[config.mk]
export PLATFORM = sky130hd
export DESIGN_NAME = mouse_master_sm
export DESIGN_NICKNAME = d
export VERILOG_FILES = /design/src/rtl/mouse_master_sm.sv
export SDC_FILE = /design/constraint.sdc
export NUM_CORES = 1
export LEC_CHECK = 0
export CORE_MARGIN = 3
export CORE_UTILIZATION = 52
export CTS_BUF_LIST = sky130_fd_sc_hd__clkbuf_8
export DETAILED_ROUTE_END_ITERATION = 10
export GPL_ROUTABILITY_DRIVEN = 0
export PLACE_DENSITY = 0.76
export SLEW_MARGIN = 15
export SYNTH_ARGS = -nofsm -noshare
export SYNTH_HDL_FRONTEND = slang
export SYNTH_SLANG_ARGS = --single-unit
export TNS_END_PERCENT = 1
[constraint.sdc]
create_clock -name CLK -period 3.15 [get_ports CLK]
set_input_delay 0.63 -clock CLK [delete_from_list [all_inputs] [get_ports CLK]]
set_output_delay 0.63 -clock CLK [all_outputs]
set_load 0.005 [all_outputs]
[src/rtl/mouse_master_sm.sv]
// -----------------------------------------------------------------------------
// mouse_master_sm
//
// PS/2 mouse host controller. It sits upstream of the PS/2 transmitter and
// downstream of the PS/2 receiver. After power-up it runs the mouse init
// handshake:
//   send 0xFF (reset)  -> expect 0xFA (ack), 0xAA (self-test ok), 0x00 (id)
//   send 0xF4 (enable) -> expect 0xFA (ack)
// It then assembles 3-byte stream packets into status/dX/dY registers and
// pulses an interrupt for each complete packet.
//
// Parameters
//   TIMEOUT_CYCLES  per-step response timeout of every wait state, in CLK cycles
//   POWERUP_CYCLES  idle wait after reset before the first command
//
// Ports
//   CLK              in   1  system clock
//   RESET            in   1  synchronous, active-high reset
//   SEND_BYTE        out  1  one-cycle request to the transmitter
//   BYTE_TO_SEND     out  8  command byte; held until the next command
//   BYTE_SENT        in   1  one-cycle pulse from the transmitter: frame complete
//   READ_ENABLE      out  1  enables receiver byte capture
//   BYTE_READ        in   8  received byte; valid while BYTE_READY=1
//   BYTE_ERROR_CODE  in   2  receiver error, 00 = ok
//   BYTE_READY       in   1  one-cycle pulse: BYTE_READ valid
//   MOUSE_STATUS     out  8  byte 0 of the last complete packet
//   MOUSE_DX         out  8  byte 1 of the last complete packet
//   MOUSE_DY         out  8  byte 2 of the last complete packet
//   SEND_INTERRUPT   out  1  one-cycle pulse: new packet in the output registers
//   INIT_DONE        out  1  high once streaming mode is reached
// -----------------------------------------------------------------------------
module mouse_master_sm #(
  parameter int unsigned TIMEOUT_CYCLES = 50_000_000,
  parameter int unsigned POWERUP_CYCLES = 500_000
) (
  input  logic       CLK,
  input  logic       RESET,
  output logic       SEND_BYTE,
  output logic [7:0] BYTE_TO_SEND,
  input  logic       BYTE_SENT,
  output logic       READ_ENABLE,
  input  logic [7:0] BYTE_READ,
  input  logic [1:0] BYTE_ERROR_CODE,
  input  logic       BYTE_READY,
  output logic [7:0] MOUSE_STATUS,
  output logic [7:0] MOUSE_DX,
  output logic [7:0] MOUSE_DY,
  output logic       SEND_INTERRUPT,
  output logic       INIT_DONE
);

  // One shared counter serves both the power-up wait and the per-state timeouts,
  // so it is sized for the larger of the two.
  localparam int unsigned MaxCycles = (TIMEOUT_CYCLES > POWERUP_CYCLES) ?
                                      TIMEOUT_CYCLES : POWERUP_CYCLES;
  localparam int unsigned CntW      = (MaxCycles > 2) ? $clog2(MaxCycles) : 1;

  localparam logic [CntW-1:0] TimeoutLast = CntW'(TIMEOUT_CYCLES - 1);
  localparam logic [CntW-1:0] PowerupLast = CntW'(POWERUP_CYCLES - 1);

  localparam logic [7:0] CmdReset  = 8'hFF;
  localparam logic [7:0] CmdEnable = 8'hF4;
  localparam logic [7:0] RspAck    = 8'hFA;
  localparam logic [7:0] RspSelfOk = 8'hAA;
  localparam logic [7:0] RspId     = 8'h00;

  typedef enum logic [3:0] {
    StPwrWait,
    StTxRst,
    StWSentRst,
    StWAckRst,
    StWSelftest,
    StWId,
    StTxEn,
    StWSentEn,
    StWAckEn,
    StRxB0,
    StRxB1,
    StRxB2,
    StIrq
  } state_e;

  // ---------------------------------------------------------------------------
  // Registers
  // ---------------------------------------------------------------------------
  state_e          r_state;
  logic [CntW-1:0] r_cnt;
  logic [7:0]      r_b0;
  logic [7:0]      r_b1;

  logic            r_send_byte;
  logic [7:0]      r_byte_to_send;
  logic            r_read_enable;
  logic [7:0]      r_status;
  logic [7:0]      r_dx;
  logic [7:0]      r_dy;
  logic            r_send_irq;
  logic            r_init_done;

  // ---------------------------------------------------------------------------
  // Next-state logic
  // ---------------------------------------------------------------------------
  state_e          w_state_d;
  logic [CntW-1:0] w_cnt_d;
  logic            w_cnt_en;
  logic            w_byte_ok;
  logic            w_timeout;
  logic            w_read_en_d;
  logic            w_cap_b0;
  logic            w_cap_b1;
  logic            w_load_out;

  // A "byte" is only a clean reception; an error-flagged one is handled apart.
  assign w_byte_ok = BYTE_READY && (BYTE_ERROR_CODE == 2'b00);
  assign w_timeout = (r_cnt == TimeoutLast);

  // In every wait state a response is checked before the timeout, so a byte
  // landing on the expiry cycle takes priority.
  always_comb begin
    w_state_d = r_state;
    case (r_state)
      StPwrWait: begin
        if (r_cnt == PowerupLast) w_state_d = StTxRst;
      end
      StTxRst: begin
        w_state_d = StWSentRst;
      end
      StWSentRst: begin
        if (BYTE_SENT)      w_state_d = StWAckRst;
        else if (w_timeout) w_state_d = StTxRst;
      end
      StWAckRst: begin
        if (BYTE_READY)     w_state_d = (w_byte_ok && BYTE_READ == RspAck) ?
                                        StWSelftest : StTxRst;
        else if (w_timeout) w_state_d = StTxRst;
      end
      StWSelftest: begin
        if (BYTE_READY)     w_state_d = (w_byte_ok && BYTE_READ == RspSelfOk) ?
                                        StWId : StTxRst;
        else if (w_timeout) w_state_d = StTxRst;
      end
      StWId: begin
        if (BYTE_READY)     w_state_d = (w_byte_ok && BYTE_READ == RspId) ?
                                        StTxEn : StTxRst;
        else if (w_timeout) w_state_d = StTxRst;
      end
      StTxEn: begin
        w_state_d = StWSentEn;
      end
      StWSentEn: begin
        if (BYTE_SENT)      w_state_d = StWAckEn;
        else if (w_timeout) w_state_d = StTxRst;
      end
      StWAckEn: begin
        if (BYTE_READY)     w_state_d = (w_byte_ok && BYTE_READ == RspAck) ?
                                        StRxB0 : StTxRst;
        else if (w_timeout) w_state_d = StTxRst;
      end
      StRxB0: begin
        // Status bytes always have bit 3 set; anything else is dropped so the
        // packet framing can re-align. Error-flagged bytes are dropped too.
        if (w_byte_ok && BYTE_READ[3]) w_state_d = StRxB1;
      end
      StRxB1: begin
        if (BYTE_READY) w_state_d = w_byte_ok ? StRxB2 : StRxB0;
      end
      StRxB2: begin
        if (BYTE_READY) w_state_d = w_byte_ok ? StIrq : StRxB0;
      end
      StIrq: begin
        w_state_d = StRxB0;
      end
      default: begin
        w_state_d = StPwrWait;
      end
    endcase
  end

  // Counter runs only in states that time something; it restarts on every
  // state change so each wait step gets its own full budget.
  always_comb begin
    w_cnt_en = 1'b0;
    case (r_state)
      StPwrWait, StWSentRst, StWAckRst, StWSelftest,
      StWId, StWSentEn, StWAckEn: w_cnt_en = 1'b1;
      default:                    w_cnt_en = 1'b0;
    endcase

    w_cnt_d = r_cnt;
    if (w_state_d != r_state) w_cnt_d = '0;
    else if (w_cnt_en)        w_cnt_d = r_cnt + CntW'(1);
  end

  // Outputs are registered from the next state so each one lines up with the
  // state it belongs to.
  always_comb begin
    w_read_en_d = 1'b0;
    case (w_state_d)
      StWAckRst, StWSelftest, StWId, StWAckEn,
      StRxB0, StRxB1, StRxB2: w_read_en_d = 1'b1;
      default:                w_read_en_d = 1'b0;
    endcase

    w_cap_b0   = (r_state == StRxB0) && (w_state_d == StRxB1);
    w_cap_b1   = (r_state == StRxB1) && (w_state_d == StRxB2);
    w_load_out = (w_state_d == StIrq);
  end

  // ---------------------------------------------------------------------------
  // State and counter
  // ---------------------------------------------------------------------------
  always_ff @(posedge CLK) begin
    if (RESET) begin
      r_state <= StPwrWait;
      r_cnt   <= '0;
    end else begin
      r_state <= w_state_d;
      r_cnt   <= w_cnt_d;
    end
  end

  // ---------------------------------------------------------------------------
  // Packet capture and outputs
  // ---------------------------------------------------------------------------
  always_ff @(posedge CLK) begin
    if (RESET) begin
      r_b0           <= '0;
      r_b1           <= '0;
      r_send_byte    <= 1'b0;
      r_byte_to_send <= '0;
      r_read_enable  <= 1'b0;
      r_status       <= '0;
      r_dx           <= '0;
      r_dy           <= '0;
      r_send_irq     <= 1'b0;
      r_init_done    <= 1'b0;
    end else begin
      r_send_byte   <= (w_state_d == StTxRst) || (w_state_d == StTxEn);
      r_read_enable <= w_read_en_d;
      r_send_irq    <= w_load_out;

      if (w_state_d == StTxRst)     r_byte_to_send <= CmdReset;
      else if (w_state_d == StTxEn) r_byte_to_send <= CmdEnable;

      if (w_cap_b0) r_b0 <= BYTE_READ;
      if (w_cap_b1) r_b1 <= BYTE_READ;

      // Byte 2 goes straight to the output so the packet is visible in the
      // same cycle as the interrupt pulse.
      if (w_load_out) begin
        r_status <= r_b0;
        r_dx     <= r_b1;
        r_dy     <= BYTE_READ;
      end

      // Once streaming, only RESET clears this; stream errors never re-init.
      if ((r_state == StWAckEn) && (w_state_d == StRxB0)) r_init_done <= 1'b1;
    end
  end

  assign SEND_BYTE      = r_send_byte;
  assign BYTE_TO_SEND   = r_byte_to_send;
  assign READ_ENABLE    = r_read_enable;
  assign MOUSE_STATUS   = r_status;
  assign MOUSE_DX       = r_dx;
  assign MOUSE_DY       = r_dy;
  assign SEND_INTERRUPT = r_send_irq;
  assign INIT_DONE      = r_init_done;

endmodule

# Yosys cells after proc, flatten, opt, wreduce, memory -nomap -nowiden
# Index checks and enable logic that the tools add are counted.
[totals] regBits=82 inputBits=14 out_inout_bits=36
[op_classes] add_sub_neg=1 eq_ne=27 n_mux=22 reduce_logical=16
[op_table] op="4-bit case mux with 13 select lines" n=1
[op_table] op="4-bit 2-to-1 mux" n=12
[op_table] op="4-bit == test (second input constant)" n=10
[op_table] op="4-bit by 3-bit == test with 1-bit output (second input constant)" n=7
[op_table] op="26-bit by 1-bit adder with 26-bit output (second input constant)" n=1
[op_table] op="26-bit by 19-bit == test with 1-bit output (second input constant)" n=1
[op_table] op="26-bit == test (second input constant)" n=1
[op_table] op="8-bit == test (second input constant)" n=2
[op_table] op="8-bit 2-to-1 mux" n=2
[op_table] op="7-bit OR reduction" n=2
[op_table] op="4-bit by 2-bit == test with 1-bit output (second input constant)" n=3
[op_table] op="3-bit 2-to-1 mux" n=4
[op_table] op="4-bit by 1-bit == test with 1-bit output (second input constant)" n=2
[op_table] op="1-bit logical AND" n=8
[op_table] op="8-bit zero test" n=1
[op_table] op="4-bit zero test" n=1
[op_table] op="4-bit inequality test" n=1
[op_table] op="2-bit zero test" n=1
[op_table] op="1-bit 2-to-1 mux" n=2
[op_table] op="2-bit 2-to-1 mux" n=1
[op_table] op="2-bit nonzero test" n=1
[op_table] op="2-bit OR reduction" n=1
[op_table] op="1-bit logical OR" n=1

# Longest topological paths before layout
# Gate-level depths: netlist of the first run.
[depth] depth_word=9 ltp_mapped=10 ltp_nobuf=7

# Worst setup path after synthesis of the first run
# No wires, ideal clock.
[synth_path] path_type="input-to-reg" from="input port BYTE_ERROR_CODE[1]" to="register r_cnt[16]" arrival_ns=2.954 required_ns=3.036 path_slack_ns=0.082 cell_stages=8 path_buffers=2 cell_sequence="or4bb_1 > o31ai_1 > nand3_1 > a221o_1 > or3_1 > clkbuf_1 > clkbuf_1 > a2111oi_0"
[synth_between] elab_chain_cells=8 word_cells_on_any_way=22 cone_classes="1 x eq/ne; 14 x mux; 7 x reduce/logical"
[synth_rtl] item="start: declaration" line="43" text="input logic [1:0] BYTE_ERROR_CODE,"
[synth_rtl] item="2-bit zero test (*)" line="114" text="assign w_byte_ok = BYTE_READY && (BYTE_ERROR_CODE == 2'b00);"
[synth_rtl] item="1-bit logical AND (*)" line="114"
[synth_rtl] item="1-bit logical AND, on equally long branches"
[synth_rtl] item="3-bit 2-to-1 mux (tied with other cells)" line="143" text="if (BYTE_READY) w_state_d = (w_byte_ok && BYTE_READ == RspId) ?"
[synth_rtl] item="4-bit 2-to-1 mux, on equally long branches"
[synth_rtl] item="4-bit case mux with 13 select lines (*)" line="121" text="case (r_state)"
[synth_rtl] item="4-bit inequality test (*)" line="190" text="if (w_state_d != r_state) w_cnt_d = '0;"
[synth_rtl] item="2-bit OR reduction (no source line) (*)"
[synth_rtl] item="end signal: assignment" line="218" text="r_cnt <= w_cnt_d;"
[synth_rtl] item="end: declaration" line="87" text="logic [CntW-1:0] r_cnt;"
# Every way passes the cells marked *; elsewhere a longest branch is shown, timed or not.
# A chain may end at the register's enable or synchronous reset.

# Worst setup path in the final report of the first run
[layout_path] from="input port BYTE_READY" to="register r_cnt[0]"
[layout_between] elab_chain_cells=7 word_cells_on_any_way=21 cone_classes="1 x eq/ne; 14 x mux; 6 x reduce/logical"
[layout_rtl] item="start: declaration" line="44" text="input logic BYTE_READY,"
[layout_rtl] item="1-bit logical AND" line="114"
[layout_rtl] item="1-bit logical AND, on equally long branches"
[layout_rtl] item="3-bit 2-to-1 mux (tied with other cells)" line="143"
[layout_rtl] item="4-bit 2-to-1 mux, on equally long branches"
[layout_rtl] item="4-bit case mux with 13 select lines (*)" line="121"
[layout_rtl] item="4-bit inequality test (*)" line="190"
[layout_rtl] item="2-bit OR reduction (no source line) (*)"
# Marked as above.

==> out/qor.yml, run 1 <==
setup_tns_ns: 0
hp-class: "reg -> reg"
ys.flop_type: "dfxtp_1"
antenna_found_initial: 0
status: "finished, final reports clean"
period_share_pct: 99.3
synth_adder_area_share_pct: 0.321
yosysUniqueCellTypes: 62
synthTopCellsByArea: "dfxtp_1 (39%), nand2_1 (6.3%), mux2i_1 (4.1%)"
p_clk_share_pct: 40.5
grt_start_max_net_pins: 32
yosys_warnings: 0
dr.pass1.iters: 5
cts_buffers: 9
synth_area_sq_um: 3890
finalSetupViolations: 0
final_util_pct: 72.2
irDropWorstVdd_mv: 0.243
critical_path_required_ns: 3.39
die_area_sq_um: 8560
worstSkewPairLatency_ns: 0.35
syn_inst: 467
avgSynthCellArea_sq_um: 8.34
p_sw_share_pct: 23.3
dr_wl_met2_um: 4950
relSlewSlack_pct: 56.7
power.internal_mw: 1.37
drt-met1-wl_um: 4600
synth_nets: 482
synthToLayoutAreaGrowth_pct: 30.2
synth_top_area_share_pct: 39.1
slew_violations: 0
synth_top_family_by_area: "simple AND/OR/NAND/NOR gates"
ys_ff_latch: 76
grtUsageTotal_pct: 24.5
cts_root_buffer: "clkbuf_8"
cts-hold-fix-buffers: 0
cts.path.max_buffers: 2
via_per_inst: 5.94
die_x_um: 92.5
finalHoldViolCount: 0
coreArea_sq_um: 7020
start_util_pct: 55.5
cellLeakagePower_nw: 1.62
wl_um: 10400
cts_setup_buffers: 0
cts_tree: "done"
first_global_vias: 3457
highest_layer: "met4"
drive_gt1_share_pct: 15.7
yosys.area.top_type: "dfxtp_1"
fin_crit_ns: 3.13
vias: 3782
final_cell_area_sq_um: 5070
synthArstFlopShare_pct: 0
finalClockSkew_ns: 0.0138
power.share.sequential_pct: 54.1
p_comb_share_pct: 5.5
port_buffers: 49
grt_pass1_wl_um: 16900
rsz0062_at_grt: "yes"
nNetsFinal: 552
critPathLaunchType: "primary input"
clock_sinks: 76
totalPowerFinal_mw: 1.79
synth-compound-area-share_pct: 20.1
drc: 0
cp_max_fo: 19
hpwl_um: 7410
postPlaceCellArea_sq_um: 4740
critPathCaptureType: "flop"
clk_pin_slew_ns: 0.09
grt-ovfl-total: 0
switching_power_mw: 0.417
holdWs_ns: 0.454
ios: 50
wl_per_cell_um: 16.4
htreeDepth: 3
drt_iter0_drc: 262
synth_edf_count: 0
num_rows: 30
worst_pin_slew_ns: 0.648
synth_mux_area_share_pct: 4.11
fmax_ghz: 0.320
drv_cap: 0
seq_area_frac_synth_pct: 39.1
mostFrequentLayoutCells: "dfxtp_1 (76), nand2_1 (65), clkdlybuf4s50_1 (49), buf_4 (41), nor2_1 (36)"
layout_commonest_cell: "dfxtp_1"
arrival_ns: 3.37
synthXorXnorAreaFrac_pct: 4.50
die_y_um: 92.5
powerDensity_nw_per_um2: 353
dr_wl_met3_um: 693
worstSetupPathType: "in -> reg"
synth-simple-area-share_pct: 27.0
diodes: 0
ant_nets: 0
==> synthesized netlist by cell type, types with 6 or more instances <==
master,n
buf_4,6
nor3_1,11
nand3_1,13
o21ai_0,10
xnor2_1,15
dfxtp_1,76
clkbuf_1,28
nor4_1,7
nor2_1,36
mux2i_1,16
nand4_1,13
nand2_1,65
inv_1,8
nand2b_1,19
a211oi_1,9
o32ai_1,6
a2111oi_0,18
a21oi_1,28
==> timing repair <==
action	CTS	global route
pin swaps	0	3
resized for setup	4	35
endpoints found under the setup margin	17	26
==> worst paths after layout <==
kind                          startpoint                       end  slack (ns)  depth (start not counted)
setup / recovery              BYTE_READY     r_cnt[0]$_SDFFE_PP0P_        0.02                          8
hold / removal      r_b1[0]$_SDFFE_PP0P_  MOUSE_DX[0]$_SDFFE_PP0P_        0.45                          2
setup reg to reg  r_cnt[25]$_SDFFE_PP0P_     r_cnt[0]$_SDFFE_PP0P_        0.10                          7
hold reg to reg     r_b1[0]$_SDFFE_PP0P_  MOUSE_DX[0]$_SDFFE_PP0P_        0.45                          2
==> critical path: stages <==
cell and delay (ns):
clkdlybuf4s50_1 0.47, or4bb_4 0.58, o31ai_2 0.25, nand3_1 0.11, a221o_1 0.36, or3_4 0.39
buf_12 0.17, a2111oi_0 0.38
==> layout make-up <==
cell class / count / area [sq um]
Fill cell: 540 / 1950
Timing Repair Buffer: 95 / 898
Clock buffer: 9 / 124
Tap cell: 96 / 120
Sequential cell: 76 / 1520
Multi-Input combinational cell: 346 / 2310
Clock inverter: 6 / 65.1
Inverter: 9 / 33.8
==> logic make-up (layout without fill, tap and decap cells) <==
kind of cell             count (synthesis)  in the layout
AO/OA/AOI/OAI                          107            107
XOR/XNOR                                20             20
adder cells (fa/ha/maj)                  1              1
buffers and inverters                   45            119
flip-flops                              76             76
multiplexers                            16             16
AND/OR/NAND/NOR                        202            202
==> registers in the layout (all words and copies together) (netlist names), 2 cells and up <==
register	cells
MOUSE_STATUS	8
r_b0	8
r_b1	8
r_state	4
r_cnt	26
BYTE_TO_SEND	2
MOUSE_DX	8
MOUSE_DY	8
==> routing by layer <==
| layer | up-vias | track usage, % |
|---|---|---|
| li1 | 1855 | - |
| met1 | 1766 | 32.8 |
| met2 | 144 | 39.0 |
| met3 | 17 | 4.22 |
| met4 | 0 | 10.3 |
| met5 | - | 0 |
==> metrics by stage <==
stage                     cells  setup WS, ns
after floorplan             467        0.0819
after global placement      622        -0.334
after detailed placement    622        -0.470
after CTS                   637       -0.0365
after global routing        637       -0.0586
final                       637        0.0213
==> power groups by stage <==
stage / registers (mW) / clock network (mW) / logic (mW)
final: 0.969 / 0.725 / 0.0979
after global routing: 0.970 / 0.775 / 0.106
after CTS: 0.969 / 0.733 / 0.0894
after detailed placement: 0.991 / 0 / 0.0881
after global placement: 0.991 / 0 / 0.0862
after floorplan: 0.990 / 0 / 0.0356
(Power assumes the default switching activity.)
==> inputs of run 2 (changes only) <==
--- a/config.mk
+++ b/config.mk
@@ -9,7 +9,6 @@
 export CORE_UTILIZATION = 52
 export CTS_BUF_LIST = sky130_fd_sc_hd__clkbuf_8
 export DETAILED_ROUTE_END_ITERATION = 10
-export GPL_ROUTABILITY_DRIVEN = 0
 export PLACE_DENSITY = 0.76
 export SLEW_MARGIN = 15
 export SYNTH_ARGS = -nofsm -noshare
==> run 2 against run 1 <==
Compared with the run above:
- largest cell class unchanged
- global-route usage grew 0.70 points
- final cell count grew 0.16%
- core utilization grew 1.8 points
- worst hold slack lost 0.0025 ns
- critical path type unchanged
- clock power grew 0.7%
==> out/qor.yml, run 2 (synthesized netlist as in run 1, its figures left out) <==
nFillCells: 530
critPathCaptureType: "flop"
final_util_pct: 74.0
switching_power_mw: 0.427
drive_gt1_share_pct: 17.3
grtUsageTotal_pct: 25.2
cts_buffers: 9
ant_nets: 0
r2r-start: "r_cnt[25]$_SDFFE_PP0P_"
mostFrequentLayoutCells: "dfxtp_1 (76), nand2_1 (65), clkdlybuf4s50_1 (49), buf_4 (41), nor2_1 (36)"
worstSetupPathType: "in -> reg"
irDropWorstVdd_mv: 0.256
period_share_pct: 100
largest_reg_flops: 26
critPathLaunchType: "primary input"
p_clk_share_pct: 40.5
slew_violations: 0
cp_max_fo: 9
setup_tns_ns: 0
hp-class: "reg -> reg"
wl_um: 11100
use_met1_pct: 32.7
path_cells: "clkdlybuf4s50_1 -> or4bb_4 -> o31ai_2 -> nand3_1 -> a221o_1 -> or3_4 -> clkbuf_16 -> a2111oi_2"
busiest_layer: "met2"
worst_pin_slew_ns: 0.727
clk_pin_slew_ns: 0.08
p_comb_share_pct: 5.8
antenna_found_initial: 0
hpwl_um: 7610
r2r-end: "r_cnt[9]$_SDFFE_PP0P_"
drc: 0
diodes: 0
cts.path.max_buffers: 2
layout_commonest_cell: "dfxtp_1"
fin_ws_ns: 0.000724
relSlewSlack_pct: 51.5
start_util_pct: 55.5
final_cell_area_sq_um: 5190
r2r.worst_path.cells: 7
arrival_ns: 3.38
nNetsFinal: 553
final_cells: 638
finalSetupViolations: 0
cts-hold-fix-buffers: 0
grt-ovfl-total: 0
place.gp.congestion: 0.901
cts_tree: "done"
drt_iter0_drc: 226
finalHoldViolCount: 0
die_x_um: 92.5
cellLeakagePower_nw: 1.64
coreArea_sq_um: 7020
crit_family: "simple AND/OR/NAND/NOR gates"
reg2reg_slack_ns: 0.13
dr.pass1.iters: 7
htreeDepth: 3
status: "finished, final reports clean"
regMostFlops: "r_cnt"
port_buffers: 49
grt_pass1_wl_um: 17600
ios: 50
fin_crit_ns: 3.15
path_depth: 8
clock_sinks: 76
worstSkewPairLatency_ns: 0.34
use_met3_pct: 4.47
slowest_stage: "or4bb_4"
cts_root_buffer: "clkbuf_8"
p_sw_share_pct: 23.7
die_y_um: 92.5
powerDensity_nw_per_um2: 347
power.internal_mw: 1.38
fmax_ghz: 0.318
vias: 3962
critical_path.startpoint: "BYTE_READY"
critPathMaxStageDelay_ns: 0.58
synthToLayoutAreaGrowth_pct: 33.4
grt_start_max_net_pins: 32
dpl_worst_slack_ns: -0.567
num_rows: 30
cp_num_buf_inv: 2
postPlaceCellArea_sq_um: 4740
first_global_vias: 3697
dpl.cell_count: 622
via_per_inst: 6.21
met2_usage_pct: 41.8
wl_per_cell_um: 17.4
finalClockSkew_ns: 0.0127
drv_cap: 0
power.share.sequential_pct: 53.7
die_area_sq_um: 8560
whs_path_depth: 2
critical_path_required_ns: 3.38
crit_path_end: "r_cnt[9]$_SDFFE_PP0P_"
## run 2: worst min-delay path by stage
stage / from / to / slack [ns]
global placement: r_b0[5]$_SDFFE_PP0P_ / MOUSE_STATUS[5]$_SDFFE_PP0P_ / 0.44
floorplan: r_b0[0]$_SDFFE_PP0P_ / MOUSE_STATUS[0]$_SDFFE_PP0P_ / 0.43
finish: r_b0[7]$_SDFFE_PP0P_ / MOUSE_STATUS[7]$_SDFFE_PP0P_ / 0.45
CTS: r_b0[7]$_SDFFE_PP0P_ / MOUSE_STATUS[7]$_SDFFE_PP0P_ / 0.45
global route: MOUSE_DX[6]$_SDFFE_PP0P_ / MOUSE_DX[6]$_SDFFE_PP0P_ / 0.48
detailed placement: r_b1[5]$_SDFFE_PP0P_ / MOUSE_DX[5]$_SDFFE_PP0P_ / 0.45
## run 2: power groups by stage
stage / clock, mW / combinational, mW / sequential [mW]
floorplan: 0 / 0.0356 / 0.990
global placement: 0 / 0.0864 / 0.991
detailed placement: 0 / 0.0889 / 0.991
CTS: 0.733 / 0.0907 / 0.969
global route: 0.774 / 0.110 / 0.970
finish: 0.730 / 0.104 / 0.969
## run 2: what timing repair did
item | in CTS | in global routing
cloned | 0 | 1
setup buffers | 0 | 0
pin swaps | 0 | 4
setup endpoints to repair | 22 | 26
gates resized for setup | 8 | 45
hold endpoints to repair | 0 | 0
## run 2: worst reg2reg max path, cell delays in order, from the launching register on
cell and delay [ns]:
dfxtp_1 0.40, or4b_1 0.47, or4_4 0.57, or4_4 0.44
a21oi_1 0.30, o21ai_1 0.15, buf_12 0.25, a2111oi_2 0.34
## run 2: area by class of cell
cell class,instances,area (sq um),area share [%]
Clock buffer,9,124,2.38
Clock inverter,6,65.1,1.25
Inverter,9,33.8,0.650
Multi-Input combinational cell,346,2410,46.3
Sequential cell,76,1520,29.3
Tap cell,96,120,2.31
Timing Repair Buffer,96,923,17.8
## run 2: per-layer routing
layer	vias up	routed length, um
met5	-	0
met2	155	5540
met4	0	227
li1	1859	-
met1	1922	4720
met3	26	624
## run 2: per-stage QoR
step	power [mW]	hold slack [ns]
after floorplan	1.03	0.431
after global placement	1.08	0.437
after detailed placement	1.08	0.445
after CTS	1.79	0.451
after global routing	1.85	0.481
final	1.80	0.452
